File: src/rtl/m3_ramp_ctrl.sv
// m3_ramp_ctrl: soft-start/soft-stop sequencer with reversal dead time and force-stop bypass
module m3_ramp_ctrl #(
  parameter int FREQ_W   = 10,
  parameter int STEP_DIV = 10000,
  parameter int FREQ_MIN = 10,
  parameter int DEAD_CYC = 50000
) (
  input  logic              clk,
  input  logic              rst,
  input  logic              cmdRun,
  input  logic              cmdForceStop,
  input  logic              cmdInvRotate,
  input  logic [FREQ_W-1:0] cmdFreq,
  output logic              m3start,
  output logic              m3forceStop,
  output logic              m3invRotate,
  output logic [FREQ_W-1:0] m3freq,
  output logic              busy,
  output logic [2:0]        state
);
  typedef enum logic [2:0] {
    IDLE = 3'd0, RAMP = 3'd1, RUN = 3'd2, STOPPING = 3'd3, COAST = 3'd4, FSTOP = 3'd5
  } state_t;
  localparam int PW = $clog2(STEP_DIV);
  localparam int CW = $clog2(DEAD_CYC + 1);
  localparam logic [FREQ_W-1:0] FMIN = FREQ_W'(FREQ_MIN);
  state_t cur, nxt;
  logic [PW-1:0] presc, prescN;
  logic [CW-1:0] coast, coastN;
  logic [FREQ_W-1:0] freqN;
  logic startN, fsN, invN, stopReq, tick;
  assign state = cur;
  assign stopReq = !cmdRun || cmdFreq == '0 || cmdInvRotate != m3invRotate;
  assign tick = presc == PW'(STEP_DIV - 1);
  always_comb begin
    nxt = cur;
    freqN = m3freq;
    startN = m3start;
    fsN = 1'b0;
    invN = m3invRotate;
    prescN = '0;
    coastN = '0;
    if (cmdForceStop) begin
      nxt = FSTOP;
      freqN = '0;
      startN = 1'b0;
      fsN = 1'b1;
    end else begin
      case (cur)
        IDLE: begin
          freqN = '0;
          startN = 1'b0;
          if (cmdRun && cmdFreq != '0) begin
            nxt = RAMP;
            freqN = cmdFreq < FMIN ? cmdFreq : FMIN;
            startN = 1'b1;
            invN = cmdInvRotate;
          end
        end
        RAMP: begin
          if (stopReq) nxt = STOPPING;
          else if (m3freq == cmdFreq) nxt = RUN;
          else begin
            prescN = tick ? '0 : presc + 1'b1;
            if (tick) freqN = m3freq < cmdFreq ? m3freq + 1'b1 : m3freq - 1'b1;
          end
        end
        RUN: nxt = stopReq ? STOPPING : (cmdFreq != m3freq ? RAMP : RUN);
        STOPPING: begin
          // the edge that lands on zero also drops start and enters COAST
          if (m3freq == '0 || (tick && m3freq == FREQ_W'(1))) begin
            nxt = COAST;
            freqN = '0;
            startN = 1'b0;
          end else begin
            prescN = tick ? '0 : presc + 1'b1;
            if (tick) freqN = m3freq - 1'b1;
          end
        end
        COAST: begin
          freqN = '0;
          startN = 1'b0;
          nxt = coast == CW'(DEAD_CYC - 1) ? IDLE : COAST;
          coastN = coast == CW'(DEAD_CYC - 1) ? '0 : coast + 1'b1;
        end
        FSTOP: begin
          nxt = COAST;
          freqN = '0;
          startN = 1'b0;
        end
        default: begin
          nxt = IDLE;
          freqN = '0;
          startN = 1'b0;
        end
      endcase
    end
  end
  always_ff @(posedge clk or posedge rst) begin
    if (rst) begin
      cur <= IDLE;
      m3freq <= '0;
      m3start <= 1'b0;
      m3forceStop <= 1'b0;
      m3invRotate <= 1'b0;
      busy <= 1'b0;
      presc <= '0;
      coast <= '0;
    end else begin
      cur <= nxt;
      m3freq <= freqN;
      m3start <= startN;
      m3forceStop <= fsN;
      m3invRotate <= invN;
      busy <= nxt != IDLE;
      presc <= prescN;
      coast <= coastN;
    end
  end
endmodule

File: config.mk
export PLATFORM = sky130hd
export DESIGN_NAME = m3_ramp_ctrl
export DESIGN_NICKNAME = d
export VERILOG_FILES = /design/src/rtl/m3_ramp_ctrl.sv
export SDC_FILE = /design/constraint.sdc
export NUM_CORES = 1
export LEC_CHECK = 0
export CORE_UTILIZATION = 31
export DETAILED_ROUTE_END_ITERATION = 10
export HOLD_SLACK_MARGIN = 0.1
export SLEW_MARGIN = 10
export SYNTH_ARGS = -nofsm -noshare
export SYNTH_HDL_FRONTEND = slang
export SYNTH_SLANG_ARGS = --single-unit
File: constraint.sdc
create_clock -name clk -period 3.06 [get_ports clk]
set_input_delay 0.918 -clock clk [delete_from_list [all_inputs] [get_ports clk]]
set_output_delay 0.918 -clock clk [all_outputs]
set_load 0.02 [all_outputs]
==> results of run 1 <==
-- Yosys cell counts (all sizes together), types with 6 or more instances --
master	n
a21oi	13
and3	15
dfrtp	47
ha	16
inv	17
nand2	22
nand3	19
nand4	8
nor2	48
nor2b	6
nor3	10
o21ai	15
xnor2	15
xor2	14
-- power by group --
part / switching [mW] / total (mW) / leakage (nW) / internal (mW)
clock network: 0.211 / 0.450 / 0.0502 / 0.239
logic: 0.0453 / 0.0879 / 0.919 / 0.0426
registers: 0.00310 / 0.627 / 0.641 / 0.623
total: 0.260 / 1.16 / 1.61 / 0.905
-- metrics by stage --
stage          hold WS [ns]  cells   TNS, ns
4_1_cts              0.4675    520         0
2_1_floorplan        0.4251    335         0
3_3_place_gp         0.4402    513    -1.406
5_1_grt              0.4818    520  -0.01576
3_5_place_dp         0.4548    513    -2.102
6_report             0.4638    520         0
-- layout make-up --
cell class                 instances  area (µm²)  share of cell area
clock buffer                       5       68.82             0.01790
inverter                          17       63.81             0.01660
timing repair buffer              55       528.0              0.1374
tap                              129       161.4             0.04199
sequential                        47        1176              0.3060
multi-input combinational        265        1808              0.4704
clock inverter                     2       37.54            0.009766
-- layer usage --
layer / track usage / routed length (µm) / up-vias
met2: 0.2287 / 3228 / 56
met4: 0.03010 / 46 / 0
met3: 0.02830 / 223 / 6
li1: - / - / 1307
met1: 0.2125 / 3666 / 1272
met5: 0 / 0 / -
-- final timing paths --
path | end | depth (start not counted)
max in group asynchronous | m3freq[7]$_DFFE_PP0P_ | 3
max reg2reg | m3freq[3]$_DFFE_PP0P_ | 8
min in group asynchronous | m3start$_DFFE_PP0P_ | 2
min reg2reg | coast[0]$_DFF_PP0_ | 1
max | m3freq[3]$_DFFE_PP0P_ | 10
min | coast[0]$_DFF_PP0_ | 1
-- kinds of logic after synthesis --
logic type	after synthesis	synth area share
xor+xnor	29	0.08306
fa+ha+maj	16	0.06547
mux	6	0.02046
buf+inv	23	0.03314
flops	47	0.3846
simple gates	153	0.2582
compound gates	61	0.1551
-- worst reg2reg max path, stage by stage (launching register included) --
cell and delay [ns]:
dfrtp_1 0.51, ha_1 0.38, and4_1 0.24, o211ai_1 0.17, o211ai_4 0.19, nor2_2 0.07, a211o_1 0.27, a221o_1 0.30
a22o_1 0.22
-- state kept, by name (all words and copies together), names as in the netlist --
register	flops
state	3
coast	16
m3invRotate	1
m3freq	10
m3start	1
m3forceStop	1
presc	14
busy	1
==> metrics.md, run 1 <==
| Metric | Value |
|---|---|
| Status | `complete, no violations` |
| CP required | `3.26 ns` |
| DR iter-0 viols | `213` |
| Clock latency on the worst-skew pair | `0.30 ns` |
| Final core utilization | `0.4082` |
| Hold Crit Class | `flip-flop to flip-flop` |
| Share of the synthesized area in the top cell type | `0.3846` |
| Global-route wire length before repair | `12.05 mm` |
| Core area | `0.009415 mm²` |
| CP max FO | `7` |
| Setup Crit Path Kind | `input pin to flip-flop` |
| Gr ovfl total | `0` |
| Sequential area share after synthesis | `0.3846` |
| DRC Markers | `0` |
| Number of max-cap violations | `0` |
| Total power | `1.165 mW` |
| Area contributors post-synth | `dfrtp_1 (38%), ha_1 (6.5%), nor2_1 (5.8%)` |
| Avg Synthesized Cell Area | `9.128 µm²` |
| Worst path buffer plus inverter count | `2` |
| Fin area | `0.003844 mm²` |
| Post-DRT Antenna Nets | `0` |
| Critical Path Slowest Stage Cell | `clkdlybuf4s50_1` |
| Slew headroom | `0.5683` |
| Crit path DAT | `3.23 ns` |
| Die ar. | `0.01027 mm²` |
| Pwr per Cell Area | `303.0 mW/mm²` |
| Pre-CTS setup slack | `-0.3108 ns` |
| Layout cells sized above 1 | `0.1355` |
| Via count | `2641` |
| H-tree level count | `2` |
| Synth unique cells | `60` |
| CTS tree | `done` |
| Most frequent cells in the layout | `nor2_1 (47), dfrtp_1 (47), clkdlybuf4s50_1 (31)` |
| Total Wirelength | `7.164 mm` |
| Fillcell total | `928` |
| Hold Startpoint | `coast[0]$_DFF_PP0_` |
| Number of global-route vias before repair | `2440` |
| Cell row count | `35` |
| Die Width | `101.3 µm` |
| LEAKAGE | `1.610 nW` |
| R2R Setup Slk | `0.62 ns` |
| Final nets | `422` |
| Synth Cell Area | `0.003058 mm²` |
| Clock Skews | `0.01287 ns` |
| Detailed placement HPWL | `5.293 mm` |
| Clock Tree Root | `clkbuf_8` |
| Min Clock Period, post-route | `3.033 ns` |
| Post-synth ARST share | `1.000` |
| DR WL/cell | `13.78 µm` |
| Gpl congestion | `0.8952` |
| Largest net degree at the start of global routing | `29` |
| Setup violations, final | `0` |
| CP delay by family, top | `compound AO/OA/AOI/OAI gates` |
| Total CTS buffers | `5` |
| Via density | `5.079` |
| Post-synth top area cell | `dfrtp_1` |
| Clock transition at path regs | `0.10 ns` |
| #FFs+latches synth | `47` |
| Total setup buffers inserted after CTS | `0` |
| Max Slew Vio Count | `0` |
| DRT Pass-1 Iters | `4` |
| Mapped Cells | `335` |
| Final hold violation count | `0` |
| Post-synth EDFFs | `0` |
| Slowest stage delay, CP | `0.49 ns` |
| Post_cts resized | `0` |
| Initial antenna violation count | `0` |
| Clock Sinks | `47` |
| CTS Buffer Depth | `2` |
| Critical Path Source | `cmdFreq[8]` |
| Worst setup SP type | `input pin` |
| Global-route usage over all layers | `0.1472` |
| Antenna cell count | `0` |
| Peak supply drop | `186.0 µV` |
| Highest Clock Rate | `329.7 MHz` |
| Main synth FF type | `dfrtp_1` |
| Slew @ Worst Pin | `0.6458 ns` |
| Die Y-Extent | `101.3 µm` |
| Port Buffer Count | `31` |
| Hold buffer count at cts | `0` |
| Area after DPL | `0.003710 mm²` |
| FF-to-FF Start | `m3freq[5]$_DFFE_PP0P_` |
| RSZ-0062 raised after global routing | `true` |
| Ys Warns | `0` |
| Critical path endpoint category | `flip-flop` |
| Syn_nets | `366` |
| Area growth syn-to-layout | `25.70%` |
| Setup ws final | `0.02722 ns` |
| Initial core utilization | `0.3248` |
| Crit-path cells | `clkdlybuf4s50_1 -> inv_1 -> ha_4 -> and4_4 -> o211ai_1 -> o211ai_4 -> nor2_2 -> a211o_1 -> a221o_1 -> a22o_1` |
| I/O Pins | `32` |
| Final Cycle Share | `0.9911` |
Note: power is estimated with default switching activity, not from simulation.
==> run 2: changes to the inputs <==
- ABC_AREA: unset -> 1
- CAP_MARGIN: unset -> 20
- DONT_BUFFER_PORTS: unset -> 1
==> metrics.md, run 2 <==
| Metric | Value |
|---|---|
| CP required | `3.28 ns (+0.02 ns)` |
| Clock Skews | `0.01598 ns (+0.003102 ns)` |
| Largest net degree at the start of global routing | `26 (-10%)` |
| Crit path DAT | `2.53 ns (-0.70 ns)` |
| Setup Crit Path Kind | `flip-flop to flip-flop` |
| I/O Pins | `32 (unchanged)` |
| Via density | `4.878 (-4.0%)` |
| Gpl congestion | `0.8898 (-0.60%)` |
| Fillcell total | `1167 (+26%)` |
| Synth Cell Area | `0.003453 mm² (+13%)` |
| DR WL/cell | `13.06 µm (-5.2%)` |
| Final Cycle Share | `0.7555 (-0.2356)` |
| Core area | `0.01084 mm² (+15%)` |
| Cell count along the critical path | `8 (-2)` |
| Most common library cells after synthesis | `nand2_1 (117), nor2_1 (77), inv_1 (68), nand3_1 (53), dfrtp_1 (47)` |
| Min Clock Period, post-route | `2.312 ns (-0.7210 ns)` |
| CP max FO | `14 (+7)` |
| Detailed placement HPWL | `6.387 mm (+21%)` |
| Worst setup SP type | `flip-flop` |
| Max FFs per register | `16 (unchanged)` |
| Crit-path cells | `ha_1 -> nand2_1 -> nor2_1 -> nand3_1 -> nand4_1 -> o21ai_2 -> nand3_2 -> nor3_1` |
| H-tree level count | `2 (unchanged)` |
| Critical path endpoint category | `flip-flop` |
| Worst path buffer plus inverter count | `0 (-2)` |
| Number of max-cap violations | `0 (unchanged)` |
| Clock transition at path regs | `0.11 ns (about the same)` |
| Initial antenna violation count | `0 (unchanged)` |
| Main synth FF type | `dfrtp_1` |
| Largest regs | `coast: 16 flops, presc: 14 flops, m3freq: 10 flops` |
| Die ar. | `0.01157 mm² (+13%)` |
| Setup violations, final | `0 (unchanged)` |
| Clock Sinks | `47 (unchanged)` |
| Pwr per Cell Area | `337.0 mW/mm² (+11%)` |
| Critical Path Slowest Stage Cell | `dfrtp_1` |
| Clock latency on the worst-skew pair | `0.32 ns (+0.02 ns)` |
| Global-route wire length before repair | `14.21 mm (+18%)` |
| Most frequent cells in the layout | `nand2_1 (117), nor2_1 (77), inv_1 (67)` |
| Post-DRT Antenna Nets | `0 (unchanged)` |
| Setup TNS | `0 ns (unchanged)` |
| Setup crit end | `presc[2]$_DFF_PP0_` |
| Avg Synthesized Cell Area | `7.005 µm² (-23%)` |
| CTS Buffer Depth | `2 (unchanged)` |
| Fin area | `0.003700 mm² (-3.7%)` |
| CP delay by family, top | `simple AND/OR/NAND/NOR gates` |
| Cells after DPL | `632 (+23%)` |
| Ys Warns | `0 (unchanged)` |
| Clock Tree Root | `clkbuf_8` |
| Syn_nets | `524 (+43%)` |
| Final nets | `530 (+26%)` |
| Layout cells sized above 1 | `0.08200 (-0.05355)` |
| CTS tree | `done` |
| Hold Crit Class | `flip-flop to flip-flop` |
| Highest Clock Rate | `432.6 MHz (+31%)` |
| Worst r2r dst | `presc[2]$_DFF_PP0_` |
| Slowest stage delay, CP | `0.76 ns (+0.27 ns)` |
| R2r worst-path depth | `8 (unchanged)` |
| Top reg by flops | `coast` |
| Slew @ Worst Pin | `0.6282 ns (-0.01762 ns)` |
| Total setup buffers inserted after CTS | `0 (unchanged)` |
| Sequential area share after synthesis | `0.3406 (-0.04404)` |
| R2R Setup Slk | `0.75 ns (+0.13 ns)` |
| Post-synth ARST share | `1.000 (unchanged)` |
| DRC Markers | `0 (unchanged)` |
| Final hold violation count | `0 (unchanged)` |
| Initial core utilization | `0.3186 (-0.006225)` |
| Area growth syn-to-layout | `7.138%` |
| Global-route usage over all layers | `0.1572 (+0.009984)` |
| Hold buffer count at cts | `0 (unchanged)` |
| Number of global-route vias before repair | `2951 (+21%)` |
| Count leader, synth | `nand2_1` |
| Max Slew Vio Count | `0 (unchanged)` |
| Non-Filler Instances | `640 (+23%)` |
| Cell row count | `38 (+8.6%)` |
| Gr ovfl total | `0 (unchanged)` |
| Post-synth EDFFs | `0 (unchanged)` |
| Post-synth top area cell | `dfrtp_1` |
| Slew headroom | `0.5812 (+0.01295)` |
| Peak supply drop | `151.5 µV (-19%)` |
| Synth unique cells | `40 (-33%)` |
| Die Width | `107.5 µm (+6.1%)` |
| DR iter-0 viols | `150 (-30%)` |
| Area contributors post-synth | `dfrtp_1 (34%), nand2_1 (13%), nor2_1 (8.4%)` |
| Critical Path Source | `m3freq[2]$_DFFE_PP0P_` |
| Total Wirelength | `8.361 mm (+17%)` |
| Status | `complete, no violations` |
| Total CTS buffers | `5 (unchanged)` |
| #FFs+latches synth | `47 (unchanged)` |
| Port Buffer Count | `0 (-100%)` |
| FF-to-FF Start | `m3freq[2]$_DFFE_PP0P_` |
| Via count | `3122 (+18%)` |
| DRT Pass-1 Iters | `5 (+1)` |
| Post_cts resized | `0 (unchanged)` |
| Most common cell after layout, fill and taps aside | `nand2_1` |
| Die Y-Extent | `107.5 µm (+6.1%)` |
| LEAKAGE | `1.789 nW (+11%)` |
| Mapped Cells | `493 (+47%)` |
| Total power | `1.247 mW (+7.0%)` |
| Antenna cell count | `0 (unchanged)` |
| RSZ-0062 raised after global routing | `false` |
| Share of the synthesized area in the top cell type | `0.3406 (-0.04404)` |
| Area after DPL | `0.003611 mm² (-2.7%)` |
[run 2: cell types whose count changed after synthesis, moves of 12 or more]
cell     change
nand2_1     +95
nor2_1      +30
nand3_1     +34
and3_1      -14
inv_1       +52
xnor2_1     -12
[run 2: layout make-up]
type | instances | area, µm² | share of cell area
Multi-Input combinational cell | 368 | 1944 | 0.5255
Sequential cell | 47 | 1176 | 0.3179
Inverter | 70 | 262.8 | 0.07102
Tap cell | 140 | 175.2 | 0.04735
Clock buffer | 6 | 72.57 | 0.01961
Timing Repair Buffer | 7 | 52.55 | 0.01420
Clock inverter | 2 | 16.27 | 0.004396
[run 2: cell families (layout without fill, tap and decap cells)]
group           after synthesis  after routing  synth area share
mux                           1              1          0.003261
simple gates                311            311            0.4130
buf+inv                      78             85           0.09637
compound gates               21             21           0.04058
xor+xnor                     19             19           0.04819
flops                        47             47            0.3406
fa+ha+maj                    16             16           0.05797
[run 2: worst min path at each step]
| stage | end | cells past startpoint | slack [ns] | start |
|---|---|---|---|---|
| CTS | coast[0]$_DFF_PP0_ | 1 | 0.46 | coast[0]$_DFF_PP0_ |
| global route | presc[0]$_DFF_PP0_ | 1 | 0.49 | presc[0]$_DFF_PP0_ |
| floorplan | presc[0]$_DFF_PP0_ | 1 | 0.43 | presc[0]$_DFF_PP0_ |
| detailed placement | coast[0]$_DFF_PP0_ | 1 | 0.45 | coast[0]$_DFF_PP0_ |
| global placement | coast[0]$_DFF_PP0_ | 1 | 0.45 | coast[0]$_DFF_PP0_ |
| finish | coast[0]$_DFF_PP0_ | 1 | 0.46 | coast[0]$_DFF_PP0_ |
[run 2: metal layers]
layer / global-route usage / wire (µm) / vias to the layer above
met3: 0.02361 / 470 / 9
met5: 0 / 0 / -
met1: 0.2105 / 4049 / 1425
met4: 0.06164 / 146 / 0
met2: 0.2532 / 3694 / 90
li1: - / - / 1598
[run 2: power breakdown]
part	internal [mW]	switching, mW	total [mW]	leakage [nW]
combinational	0.0538	0.121	0.175	1.11
clock	0.165	0.241	0.406	0.0418
sequential	0.634	0.0323	0.666	0.641
total	0.853	0.394	1.25	1.79
[run 2: per-stage QoR]
step / hold slack (ns) / setup slack (ns) / utilization
floorplan: 0.4297 / 0.7399 / -
global placement: 0.4469 / 0.6029 / 0.3331
detailed placement: 0.4506 / 0.5265 / 0.3331
CTS: 0.4630 / 0.7404 / 0.3413
global route: 0.4926 / 0.5013 / 0.3413
finish: 0.4640 / 0.7482 / 0.3413
==> run 3: changes to the inputs <==
- clock period: 3.06 -> 2.3 ns (I/O delays scaled with it)
==> metrics.md, run 3 (synthesized netlist as in run 2, its figures left out) <==
| Metric | Value |
|---|---|
| Status | `complete, no violations` |
| Initial antenna violation count | `0 (unchanged)` |
| Hold buffer count at cts | `0 (unchanged)` |
| Setup Crit Path Kind | `flip-flop to flip-flop` |
| Number of global-route vias before repair | `3166 (+7.3%)` |
| Area growth syn-to-layout | `10.65%` |
| I/O Pins | `32 (unchanged)` |
| Detailed placement HPWL | `6.601 mm (+3.4%)` |
| Hold Crit Class | `input pin to async pin` |
| Clock transition at path regs | `0.09 ns (-0.02 ns)` |
| Worst path buffer plus inverter count | `0 (unchanged)` |
| R2r worst-path depth | `11 (+3)` |
| LEAKAGE | `1.874 nW (+4.7%)` |
| H-tree level count | `2 (unchanged)` |
| Critical path endpoint category | `flip-flop` |
| Post_cts resized | `0 (unchanged)` |
| Total Wirelength | `8.474 mm (+1.4%)` |
| Die Width | `107.5 µm (unchanged)` |
| Pwr per Cell Area | `453.8 mW/mm² (+35%)` |
| RSZ-0062 raised after global routing | `false` |
| Setup violations, final | `0 (unchanged)` |
| Port Buffer Count | `0 (unchanged)` |
| Max Slew Vio Count | `0 (unchanged)` |
| DRC Markers | `0 (unchanged)` |
| Layout cells sized above 1 | `0.1072 (+0.02521)` |
| Global-route wire length before repair | `14.39 mm (+1.3%)` |
| Largest net degree at the start of global routing | `29 (+12%)` |
| DR iter-0 viols | `163 (+8.7%)` |
| Gpl congestion | `0.8392 (-5.7%)` |
| Crit path DAT | `2.34 ns (-0.19 ns)` |
| Top reg by flops | `coast` |
| Max FFs per register | `16 (unchanged)` |
| Slew headroom | `0.5699 (-0.01129)` |
| Final hold slack | `0.3536 ns (-0.1104 ns)` |
| CTS Buffer Depth | `2 (unchanged)` |
| FF-to-FF Start | `m3freq[2]$_DFFE_PP0P_` |
| Min Clock Period, post-route | `2.095 ns (-0.2164 ns)` |
| Highest Clock Rate | `477.2 MHz (+10%)` |
| Via density | `4.939 (+1.2%)` |
| Post-DRT Antenna Nets | `0 (unchanged)` |
| Critical Path Slowest Stage Cell | `dfrtp_1` |
| Setup TNS | `0 ns (unchanged)` |
| Antenna cell count | `0 (unchanged)` |
| Global-route usage over all layers | `0.1565 (-0.0006271)` |
| Met1 GRT Util | `0.2011 (-0.009337)` |
| Global route hottest layer | `met2` |
| Initial core utilization | `0.3186 (unchanged)` |
| Crit-path cells | `ha_1 -> nand2_1 -> nor2_1 -> nand3_1 -> nand3_1 -> nand2_1 -> nand2_1 -> nand2_1 -> nand2_1 -> nand3_1 -> nand2_1` |
| Total setup buffers inserted after CTS | `0 (unchanged)` |
| DRT Pass-1 Iters | `4 (-1)` |
| GR Layer Usage met2 | `0.2610 (+0.007784)` |
| CP max FO | `7 (-7)` |
| Core area | `0.01084 mm² (unchanged)` |
| Most common cell after layout, fill and taps aside | `nand2_1` |
| Slew @ Worst Pin | `0.6442 ns (+0.01600 ns)` |
| Clock Skews | `0.01253 ns (-0.003450 ns)` |
| Most frequent cells in the layout | `nand2_1 (117), nor2_1 (77), inv_1 (67)` |
| Worst setup SP type | `flip-flop` |
| Die Y-Extent | `107.5 µm (unchanged)` |
| Final nets | `543 (+2.5%)` |
| M3 GR Usage | `0.02663 (+0.003027)` |
| Cell row count | `38 (unchanged)` |
| Die ar. | `0.01157 mm² (unchanged)` |
| Total CTS buffers | `5 (unchanged)` |
| Peak supply drop | `255.8 µV (+69%)` |
| Final Cycle Share | `0.9110 (+0.1555)` |
| Via count | `3225 (+3.3%)` |
| CTS tree | `done` |
| Clock Tree Root | `clkbuf_8` |
| Cell count along the critical path | `11 (+3)` |
| Number of max-cap violations | `0 (unchanged)` |
| Gr ovfl total | `0 (unchanged)` |
| CP delay by family, top | `simple AND/OR/NAND/NOR gates` |
| Clock latency on the worst-skew pair | `0.31 ns (about the same)` |
| Slowest stage delay, CP | `0.53 ns (-0.23 ns)` |
| Clock Sinks | `47 (unchanged)` |
| Final hold violation count | `0 (unchanged)` |
| Most used cell, CP | `nand2_1` |
| DR WL/cell | `12.98 µm (-0.67%)` |
| Largest regs | `coast: 16 flops, presc: 14 flops, m3freq: 10 flops` |
| R2R Setup Slk | `0.20 ns (-0.54 ns)` |
| Worst r2r dst | `m3freq[5]$_DFFE_PP0P_` |
| CP required | `2.55 ns (-0.73 ns)` |
[run 3: cell types whose count changed in the layout (fill, tap and decap cells not counted), sizes merged]
cell      before  now
clkinv         1    3
buf            7   20
bufinv         0    1
clkinvlp       1    0
clkbuf         6    5
inv           70   69
[run 3: final cells by class]
type | count | area, µm²
Fill cell | 1147 | 7019
Clock buffer | 5 | 68.82
Tap cell | 140 | 175.2
Multi-Input combinational cell | 368 | 1944
Sequential cell | 47 | 1176
Inverter | 70 | 262.8
Timing Repair Buffer | 20 | 150.1
Clock inverter | 3 | 43.79
[run 3: routing by layer]
| metal | wire length (µm) | vias up | part of all wire |
|---|---|---|---|
| li1 | - | 1626 | - |
| met1 | 3959 | 1516 | 0.47 |
| met2 | 3928 | 68 | 0.46 |
| met3 | 380 | 15 | 0.045 |
| met4 | 206 | 0 | 0.024 |
| met5 | 0 | - | 0 |
[run 3: how the worst max path moves through the flow]
stage                               start                     to  slack, ns
finish              m3freq[2]$_DFFE_PP0P_  m3freq[5]$_DFFE_PP0P_       0.20
global route        m3freq[2]$_DFFE_PP0P_  m3freq[3]$_DFFE_PP0P_       0.03
CTS                 m3freq[2]$_DFFE_PP0P_  m3freq[5]$_DFFE_PP0P_       0.22
detailed placement             cmdFreq[9]  m3freq[5]$_DFFE_PP0P_      0.005
global placement               cmdFreq[9]  m3freq[5]$_DFFE_PP0P_       0.03
floorplan                      cmdFreq[9]  m3freq[8]$_DFFE_PP0P_       0.21
[run 3: power breakdown]
| part | internal [mW] | switching [mW] | leakage (nW) |
|---|---|---|---|
| sequential | 0.843 | 0.0404 | 0.641 |
| combinational | 0.0759 | 0.162 | 1.17 |
| clock | 0.324 | 0.289 | 0.0581 |
[run 3: stage by stage]
stage / setup WS, ns / utilization / power (mW) / instances / instance area, µm²
2_1_floorplan: 0.2079 / - / 1.071 / 493 / 3453
3_3_place_gp: 0.02600 / 0.3421 / 1.133 / 645 / 3709
3_5_place_dp: 0.004848 / 0.3421 / 1.140 / 645 / 3709
4_1_cts: 0.2247 / 0.3525 / 1.761 / 653 / 3821
5_1_grt: 0.02778 / 0.3525 / 1.815 / 653 / 3821
6_report: 0.2046 / 0.3525 / 1.734 / 653 / 3821
